==> config.mk <==
export PLATFORM = sky130hd
export DESIGN_NAME = ahb2apb_arbiter_flat
export DESIGN_NICKNAME = d
export VERILOG_FILES = /design/src/rtl/ahb2apb_arbiter_pkg.sv /design/src/rtl/ahb2apb_arbiter_if.sv /design/src/rtl/ahb2apb_arbiter_rr_pick.sv /design/src/rtl/ahb2apb_arbiter.sv /design/src/flat_wrapper.sv
export SDC_FILE = /design/constraint.sdc
export NUM_CORES = 1
export LEC_CHECK = 0
export ABC_AREA = 0
export CORE_ASPECT_RATIO = 0.8
export CORE_MARGIN = 2
export CORE_UTILIZATION = 42
export DETAILED_ROUTE_END_ITERATION = 7
export PLACE_DENSITY = 0.87
export RECOVER_POWER = 50
export SLEW_MARGIN = 0
export SYNTH_ARGS = -nofsm -noshare
export SYNTH_HDL_FRONTEND = slang
export SYNTH_SLANG_ARGS = --single-unit
export TNS_END_PERCENT = 50
==> constraint.sdc <==
create_clock -name hclk -period 4.6 [get_ports hclk]
set_input_delay 1.38 -clock hclk [delete_from_list [all_inputs] [get_ports hclk]]
set_output_delay 1.38 -clock hclk [all_outputs]
set_load 0.02 [all_outputs]
==> src/rtl/ahb2apb_arbiter_pkg.sv <==
`default_nettype none
// ============================================================================
//  Module      : ahb2apb_arb_pkg
//  Description : Shared types and constants for the two-requester AHB-lite
//                arbiter that fronts the AHB-to-APB bridge.
//                - arb_state_t : transfer FSM state encoding
//                - HTRANS_*    : AHB transfer-type codes used by the arbiter
//                - HSIZE_WORD  : the only transfer size issued (32-bit)
//                - idx_onehot  : requester index -> one-hot requester mask
//  Revision    : 1.0 - initial release
// ============================================================================
package ahb2apb_arb_pkg;

    // Transfer FSM: one address phase, one data phase, then back to idle.
    typedef enum logic [1:0] {
        ST_IDLE = 2'd0,
        ST_ADDR = 2'd1,
        ST_DATA = 2'd2
    } arb_state_t;

    localparam logic [1:0] HTRANS_IDLE   = 2'b00;
    localparam logic [1:0] HTRANS_NONSEQ = 2'b10;
    localparam logic [2:0] HSIZE_WORD    = 3'b010;

    // Requester index (0/1) to the one-hot mask used on ack and grant.
    function automatic logic [1:0] idx_onehot(input logic idx);
        return idx ? 2'b10 : 2'b01;
    endfunction

endpackage
`default_nettype wire

==> src/rtl/ahb2apb_arbiter_if.sv <==
`default_nettype none
// ============================================================================
//  Module      : ahb2apb_arbiter_if
//  Description : AHB-lite link between the arbiter (master) and the
//                AHB-to-APB bridge (slave).
//                master : drives hsel, haddr, hwrite, hsize, htrans, hwdata;
//                         samples hready, hrdata, hresp
//                slave  : the mirror image
//  Revision    : 1.0 - initial release
// ============================================================================
interface ahb2apb_arbiter_if #(
    parameter int ADDR_W = 32,
    parameter int DATA_W = 32
);

    logic              hsel;
    logic [ADDR_W-1:0] haddr;
    logic              hwrite;
    logic [2:0]        hsize;
    logic [1:0]        htrans;
    logic [DATA_W-1:0] hwdata;
    logic              hready;
    logic [DATA_W-1:0] hrdata;
    logic              hresp;

    modport master (
        output hsel, haddr, hwrite, hsize, htrans, hwdata,
        input  hready, hrdata, hresp
    );

    modport slave (
        input  hsel, haddr, hwrite, hsize, htrans, hwdata,
        output hready, hrdata, hresp
    );

endinterface
`default_nettype wire

==> src/rtl/ahb2apb_arbiter_rr_pick.sv <==
`default_nettype none
// ============================================================================
//  Module      : ahb2apb_rr_pick
//  Description : Two-way round-robin winner selection.
//                A lone request wins outright; on contention the requester
//                that was not granted last wins.
//  Ports       : req        in  2  eligible requests (bit i = requester i)
//                last_grant in  1  index of the requester served last
//                grant      out 2  one-hot winner, 0 when nobody requests
//  Revision    : 1.0 - initial release
// ============================================================================
module ahb2apb_rr_pick (
    input  wire logic [1:0] req,
    input  wire logic       last_grant,
    output logic      [1:0] grant
);

    always_comb begin
        grant = 2'b00;
        case (req)
            2'b01:   grant = 2'b01;
            2'b10:   grant = 2'b10;
            2'b11:   grant = last_grant ? 2'b01 : 2'b10;
            default: grant = 2'b00;
        endcase
    end

endmodule
`default_nettype wire

==> src/rtl/ahb2apb_arbiter.sv <==
`default_nettype none
// ============================================================================
//  Module      : ahb2apb_arbiter
//  Description : Arbitrates two requesters onto a single AHB-lite master port
//                feeding an AHB-to-APB bridge. One single (NONSEQ) transfer
//                at a time, no pipelining: IDLE -> ADDR -> DATA -> IDLE.
//  Ports       : hclk      in   1       clock, rising edge
//                hreset_n  in   1       asynchronous active-low reset
//                req       in   2       per-requester request, held to ack
//                m*_addr   in   ADDR_W  requester address
//                m*_write  in   1       requester direction, 1 = write
//                m*_wdata  in   DATA_W  requester write data
//                ack       out  2       one-cycle completion pulse
//                rdata     out  DATA_W  read data, valid with ack
//                err       out  1       hresp of completed transfer, with ack
//                bus       master modport of ahb2apb_arbiter_if
//  Revision    : 1.0 - initial release
// ============================================================================
module ahb2apb_arbiter
    import ahb2apb_arb_pkg::*;
#(
    parameter int ADDR_W = 32,
    parameter int DATA_W = 32
) (
    input  wire logic              hclk,
    input  wire logic              hreset_n,
    input  wire logic [1:0]        req,
    input  wire logic [ADDR_W-1:0] m0_addr,
    input  wire logic [ADDR_W-1:0] m1_addr,
    input  wire logic              m0_write,
    input  wire logic              m1_write,
    input  wire logic [DATA_W-1:0] m0_wdata,
    input  wire logic [DATA_W-1:0] m1_wdata,
    output logic      [1:0]        ack,
    output logic      [DATA_W-1:0] rdata,
    output logic                   err,
    ahb2apb_arbiter_if.master      bus
);

    arb_state_t        r_state;
    arb_state_t        w_state_nxt;

    logic              r_owner;      // requester of the transfer in flight
    logic              r_last;       // requester served by the last completion
    logic [ADDR_W-1:0] r_addr;
    logic              r_write;
    logic [DATA_W-1:0] r_wdata;
    logic [1:0]        r_ack;
    logic [DATA_W-1:0] r_rdata;
    logic              r_err;

    logic [1:0]        w_eligible;
    logic [1:0]        w_grant;
    logic              w_start;
    logic              w_done;

    // A requester that is being acked this cycle may still show req high
    // (it reacts to ack a cycle late); masking it stops a phantom re-grant.
    assign w_eligible = req & ~r_ack;

    ahb2apb_rr_pick u_pick (
        .req        (w_eligible),
        .last_grant (r_last),
        .grant      (w_grant)
    );

    // ------------------------------------------------------------------
    // Next state and bus outputs. Address-phase signals are only driven in
    // ADDR so the bus reads quiet (and all-zero under reset) otherwise.
    // ------------------------------------------------------------------
    always_comb begin
        w_state_nxt = r_state;
        w_start     = 1'b0;
        w_done      = 1'b0;
        bus.hsel    = 1'b0;
        bus.htrans  = HTRANS_IDLE;
        bus.hsize   = 3'b000;
        bus.hwrite  = 1'b0;
        bus.haddr   = '0;

        case (r_state)
            ST_IDLE: begin
                if (|w_grant) begin
                    w_start     = 1'b1;
                    w_state_nxt = ST_ADDR;
                end
            end
            ST_ADDR: begin
                bus.hsel   = 1'b1;
                bus.htrans = HTRANS_NONSEQ;
                bus.hsize  = HSIZE_WORD;
                bus.haddr  = r_addr;
                bus.hwrite = r_write;
                if (bus.hready) begin
                    w_state_nxt = ST_DATA;
                end
            end
            ST_DATA: begin
                if (bus.hready) begin
                    w_done      = 1'b1;
                    w_state_nxt = ST_IDLE;
                end
            end
            default: begin
                w_state_nxt = ST_IDLE;
            end
        endcase
    end

    // Latched write data is presented for the whole data phase.
    assign bus.hwdata = r_wdata;

    always_ff @(posedge hclk or negedge hreset_n) begin
        if (!hreset_n) begin
            r_state <= ST_IDLE;
        end else begin
            r_state <= w_state_nxt;
        end
    end

    // Requester inputs are captured once, at grant; later changes on the
    // requester side cannot disturb the transfer in flight.
    always_ff @(posedge hclk or negedge hreset_n) begin
        if (!hreset_n) begin
            r_owner <= 1'b0;
            r_addr  <= '0;
            r_write <= 1'b0;
            r_wdata <= '0;
        end else if (w_start) begin
            r_owner <= w_grant[1];
            r_addr  <= w_grant[1] ? m1_addr  : m0_addr;
            r_write <= w_grant[1] ? m1_write : m0_write;
            r_wdata <= w_grant[1] ? m1_wdata : m0_wdata;
        end
    end

    // Completion: response registered, ack pulsed one cycle, pointer moved.
    // Reset starts the pointer at requester 1 so requester 0 wins first.
    always_ff @(posedge hclk or negedge hreset_n) begin
        if (!hreset_n) begin
            r_ack   <= 2'b00;
            r_rdata <= '0;
            r_err   <= 1'b0;
            r_last  <= 1'b1;
        end else begin
            r_ack <= 2'b00;
            if (w_done) begin
                r_ack   <= idx_onehot(r_owner);
                r_rdata <= bus.hrdata;
                r_err   <= bus.hresp;
                r_last  <= r_owner;
            end
        end
    end

    assign ack   = r_ack;
    assign rdata = r_rdata;
    assign err   = r_err;

endmodule
`default_nettype wire

==> src/flat_wrapper.sv <==
// flat-port wrapper written by rule: the top's interface ports become plain ports
module ahb2apb_arbiter_flat import ahb2apb_arb_pkg::*;
#(
    parameter int ADDR_W = 32,
    parameter int DATA_W = 32
)
  (hclk, hreset_n, req, m0_addr, m1_addr, m0_write, m1_write, m0_wdata, m1_wdata, ack, rdata, err, bus_hsel, bus_haddr, bus_hwrite, bus_hsize, bus_htrans, bus_hwdata, bus_hready, bus_hrdata, bus_hresp);
  ahb2apb_arbiter_if #(.ADDR_W(ADDR_W), .DATA_W(DATA_W)) bus_i ();
  input  wire logic hclk;
  input  wire logic hreset_n;
  input  wire logic [1:0] req;
  input  wire logic [ADDR_W-1:0] m0_addr;
  input  wire logic [ADDR_W-1:0] m1_addr;
  input  wire logic m0_write;
  input  wire logic m1_write;
  input  wire logic [DATA_W-1:0] m0_wdata;
  input  wire logic [DATA_W-1:0] m1_wdata;
  output logic      [1:0] ack;
  output logic      [DATA_W-1:0] rdata;
  output logic err;
  output wire logic [$bits(bus_i.hsel)-1:0] bus_hsel;
  output wire logic [$bits(bus_i.haddr)-1:0] bus_haddr;
  output wire logic [$bits(bus_i.hwrite)-1:0] bus_hwrite;
  output wire logic [$bits(bus_i.hsize)-1:0] bus_hsize;
  output wire logic [$bits(bus_i.htrans)-1:0] bus_htrans;
  output wire logic [$bits(bus_i.hwdata)-1:0] bus_hwdata;
  input wire logic [$bits(bus_i.hready)-1:0] bus_hready;
  input wire logic [$bits(bus_i.hrdata)-1:0] bus_hrdata;
  input wire logic [$bits(bus_i.hresp)-1:0] bus_hresp;
  assign bus_hsel = bus_i.hsel;
  assign bus_haddr = bus_i.haddr;
  assign bus_hwrite = bus_i.hwrite;
  assign bus_hsize = bus_i.hsize;
  assign bus_htrans = bus_i.htrans;
  assign bus_hwdata = bus_i.hwdata;
  assign bus_i.hready = bus_hready;
  assign bus_i.hrdata = bus_hrdata;
  assign bus_i.hresp = bus_hresp;
  ahb2apb_arbiter #(.ADDR_W(ADDR_W), .DATA_W(DATA_W)) u_core (.hclk(hclk), .hreset_n(hreset_n), .req(req), .m0_addr(m0_addr), .m1_addr(m1_addr), .m0_write(m0_write), .m1_write(m1_write), .m0_wdata(m0_wdata), .m1_wdata(m1_wdata), .ack(ack), .rdata(rdata), .err(err), .bus(bus_i));
endmodule
==> flow_metrics.tcl <==
set metrics [dict create \
    fin_cells 888 \
    slew_headroom_pct -31.9 \
    hold_class "reg2reg" \
    port_buffers 270 \
    yosysMostFrequentCell "nand2_1" \
    drv_cap 2 \
    slew_violations 119 \
    clk_pin_slew_ns 0.07 \
    grt_pass1_vias 4172 \
    cts_tree "yes" \
    ys_top_cells_by_area "dfrtp_1 54%, nand2_1 10%, a31oi_1 8.5%" \
    finalNetCount 907 \
    postRouteAntennaNets 0 \
    yosysUniqueCellTypes 24 \
    htree_levels 3 \
    grt_pass1_wl_um 21500 \
    setup_violations 0 \
    postCtsSetupBuffers 0 \
    vdd_drop_max_v 0.000395 \
    vias_per_cell 4.90 \
    critPathKind "in2reg" \
    syn_area_per_cell_um2 9.72 \
    yosysWarnings 0 \
    drt_first_iter_violations 244 \
    cp.arrival_ns 3.91 \
    cts.sinks 104 \
    grt_setup_unrepaired "no" \
    cts_root_buf "clkbuf_16" \
    dp_cells 872 \
    synth_edf_count 0 \
    failed_checks "capacitance limit, slew limit" \
    ios 274 \
    die_x_um 123 \
    worst_ep_required_time_ns 4.81 \
    track_usage_pct 22.9 \
    die_y_um 99.5 \
    power_density_mw_per_mm2 669 \
    cts_buffers 9 \
    endpoint_kind "flop" \
    ys_seq_area_share_pct 54.3 \
    routabilityCongestion 0.797 \
    die_area_mm2 0.0123 \
    grt_overflow 0 \
    first_pass_iters 4 \
    synth_seq_cells 104 \
    pre_cts_slack_ns 1.29 \
    finalClockSkew_ns 0.00742 \
    diodes 0 \
    path_max_fanout 36 \
    fin_crit_ns 3.70 \
    synth_top_area_cell "dfrtp_1" \
    netlist_top_cells_count "133 x nand2_1, 103 x dfrtp_1, 68 x nor2_1" \
    p_leak_uw 0.00336 \
    worst_pin_slew_ns 1.98 \
    async_reset_ff_share_pct 100 \
    post-route-period-util_pct 80.4 \
    layout-drive-gt1-share_pct 7.93 \
    post_cts_resized 0 \
    placementRows 34 \
    layout_setup_ws_ns 0.901 \
    yosys_most_used_dff "dfrtp_1" \
    cts_hold_buf 0 \
    antenna_found_initial 0 \
    synth_area_mm2 0.00479 \
    finalHoldViolations 0 \
    fmax_mhz 270 \
    vias 4352 \
    cp_cell_sequence "dlygate4sd3_1 > inv_1 > or2_1 > mux2_2" \
    clock_path_buffers 2 \
    hpwl_um 10700 \
    synthCells 493 \
    netlist.area_leader.share_pct 53.8 \
    status "complete, but fails checks" \
    tns_ns 0 \
    area_growth_pct 63.0 \
    fill_cells 815 \
    drcViolationCount 0 \
    wire_per_inst_um 16.1 \
    start_kind "input port" \
    grt_max_degree 82 \
    cpMaxStageDelayCell "or2_1" \
    initial_core_util_pct 43.7 \
    core_mm2 0.0110 \
    wl_um 14300 \
    cpPeakStageDelay_ns 1.41 \
    clkLatencyLatePin_ns 0.34 \
]
[state kept, by name (all words and copies together) (netlist names)]
signal / count
u_core.ack: 2
u_core.bus.hwdata: 32
u_core.err: 1
u_core.r_addr: 32
u_core.r_last: 1
u_core.r_owner: 1
u_core.r_state: 2
u_core.r_write: 1
u_core.rdata: 32
[layout make-up]
class                   count  area, um2  area share [%]
clock buffers              12        246            3.16
inverters                   2       7.51          0.0961
clock inverters             4       53.8           0.689
multi-input cells         347       1950            24.9
flip-flops and latches    104       2600            33.3
repair buffers            275       2770            35.5
well taps                 144        180            2.31
[metal layers]
metal | routed length [um] | track usage (%) | share of wire (%)
met2 | 7310 | 40.8 | 51
met5 | 0 | 0 | 0
met4 | 224 | 5.77 | 1.6
met3 | 1200 | 7.28 | 8.4
met1 | 5560 | 26.4 | 39
[cells by family (layout without fill, tap and decap cells)]
| kind of cell | after synthesis | count (layout) | synth area share [%] |
|---|---|---|---|
| buffers and inverters | 44 | 293 | 5.51 |
| flip-flops | 104 | 104 | 54.3 |
| AND/OR/NAND/NOR | 241 | 241 | 21.0 |
| AO/OA/AOI/OAI | 70 | 70 | 9.16 |
| other | 1 | 3 | 0.0783 |
| multiplexers | 33 | 33 | 9.87 |
[stage by stage]
step	area, um2	hold WS, ns	util [%]	total power, uW
2_1_floorplan	4800	0.403	-	3260
3_3_place_gp	7510	0.416	68.4	4480
3_5_place_dp	7510	0.413	68.4	4580
4_1_cts	7810	0.427	71.2	5360
5_1_grt	7810	0.446	71.2	5560
6_report	7810	0.426	71.2	5230
[layout by cell type (no fill, tap or decap)]
cell type and instances:
a21o_1 2, a31oi_1 65, and2_1 33, and2_2 1, buf_12 3, buf_4 2, bufinv_16 1, clkbuf_1 2
clkbuf_16 9, clkbuf_2 1, clkbuf_8 1, clkdlybuf4s50_1 219, clkinv_4 1, clkinvlp_4 2, conb_1 3, dfrtp_1 103
dfstp_2 1, dlygate4sd3_1 50, inv_1 2, mux2_2 6, mux2_4 27, nand2_1 132, nand2_2 1, nand2b_1 1
nand3b_1 1, nor2_1 68, nor2b_1 1, nor2b_2 2, o21a_4 1, o21ai_0 1, o21ai_1 1, or2_1 1
[path summary, 6_finish.rpt]
check	cells past startpoint	startpoint	to	slack, ns
max in group asynchronous	2	hreset_n	u_core.rdata[6]$_DFFE_PN0P_	1.72
worst min register to register	1	u_core.r_owner$_DFFE_PN0P_	u_core.ack[0]$_DFF_PN0_	0.43
worst max register to register	3	u_core.r_state[1]$_DFFE_PN0P_	u_core.err$_DFFE_PN0P_	2.09
min in group asynchronous	1	hreset_n	u_core.r_addr[8]$_DFFE_PN0P_	1.59
worst min-delay path	1	u_core.r_owner$_DFFE_PN0P_	u_core.ack[0]$_DFF_PN0_	0.43
worst max-delay path	4	bus_hready	u_core.err$_DFFE_PN0P_	0.90
[where the power goes]
group	leakage, uW	switching [uW]	internal, uW
registers	0.00120	239	1380
logic	0.00202	1470	1380
clock network	0.000139	323	438
total	0.00336	2030	3200
[critical path: cells and delay by family]
family | cells | cell delay (ns)
simple gates | 1 | 1.41
buf+inv | 2 | 0.63
mux | 1 | 0.46
Note: power is estimated with default switching activity, not from simulation.
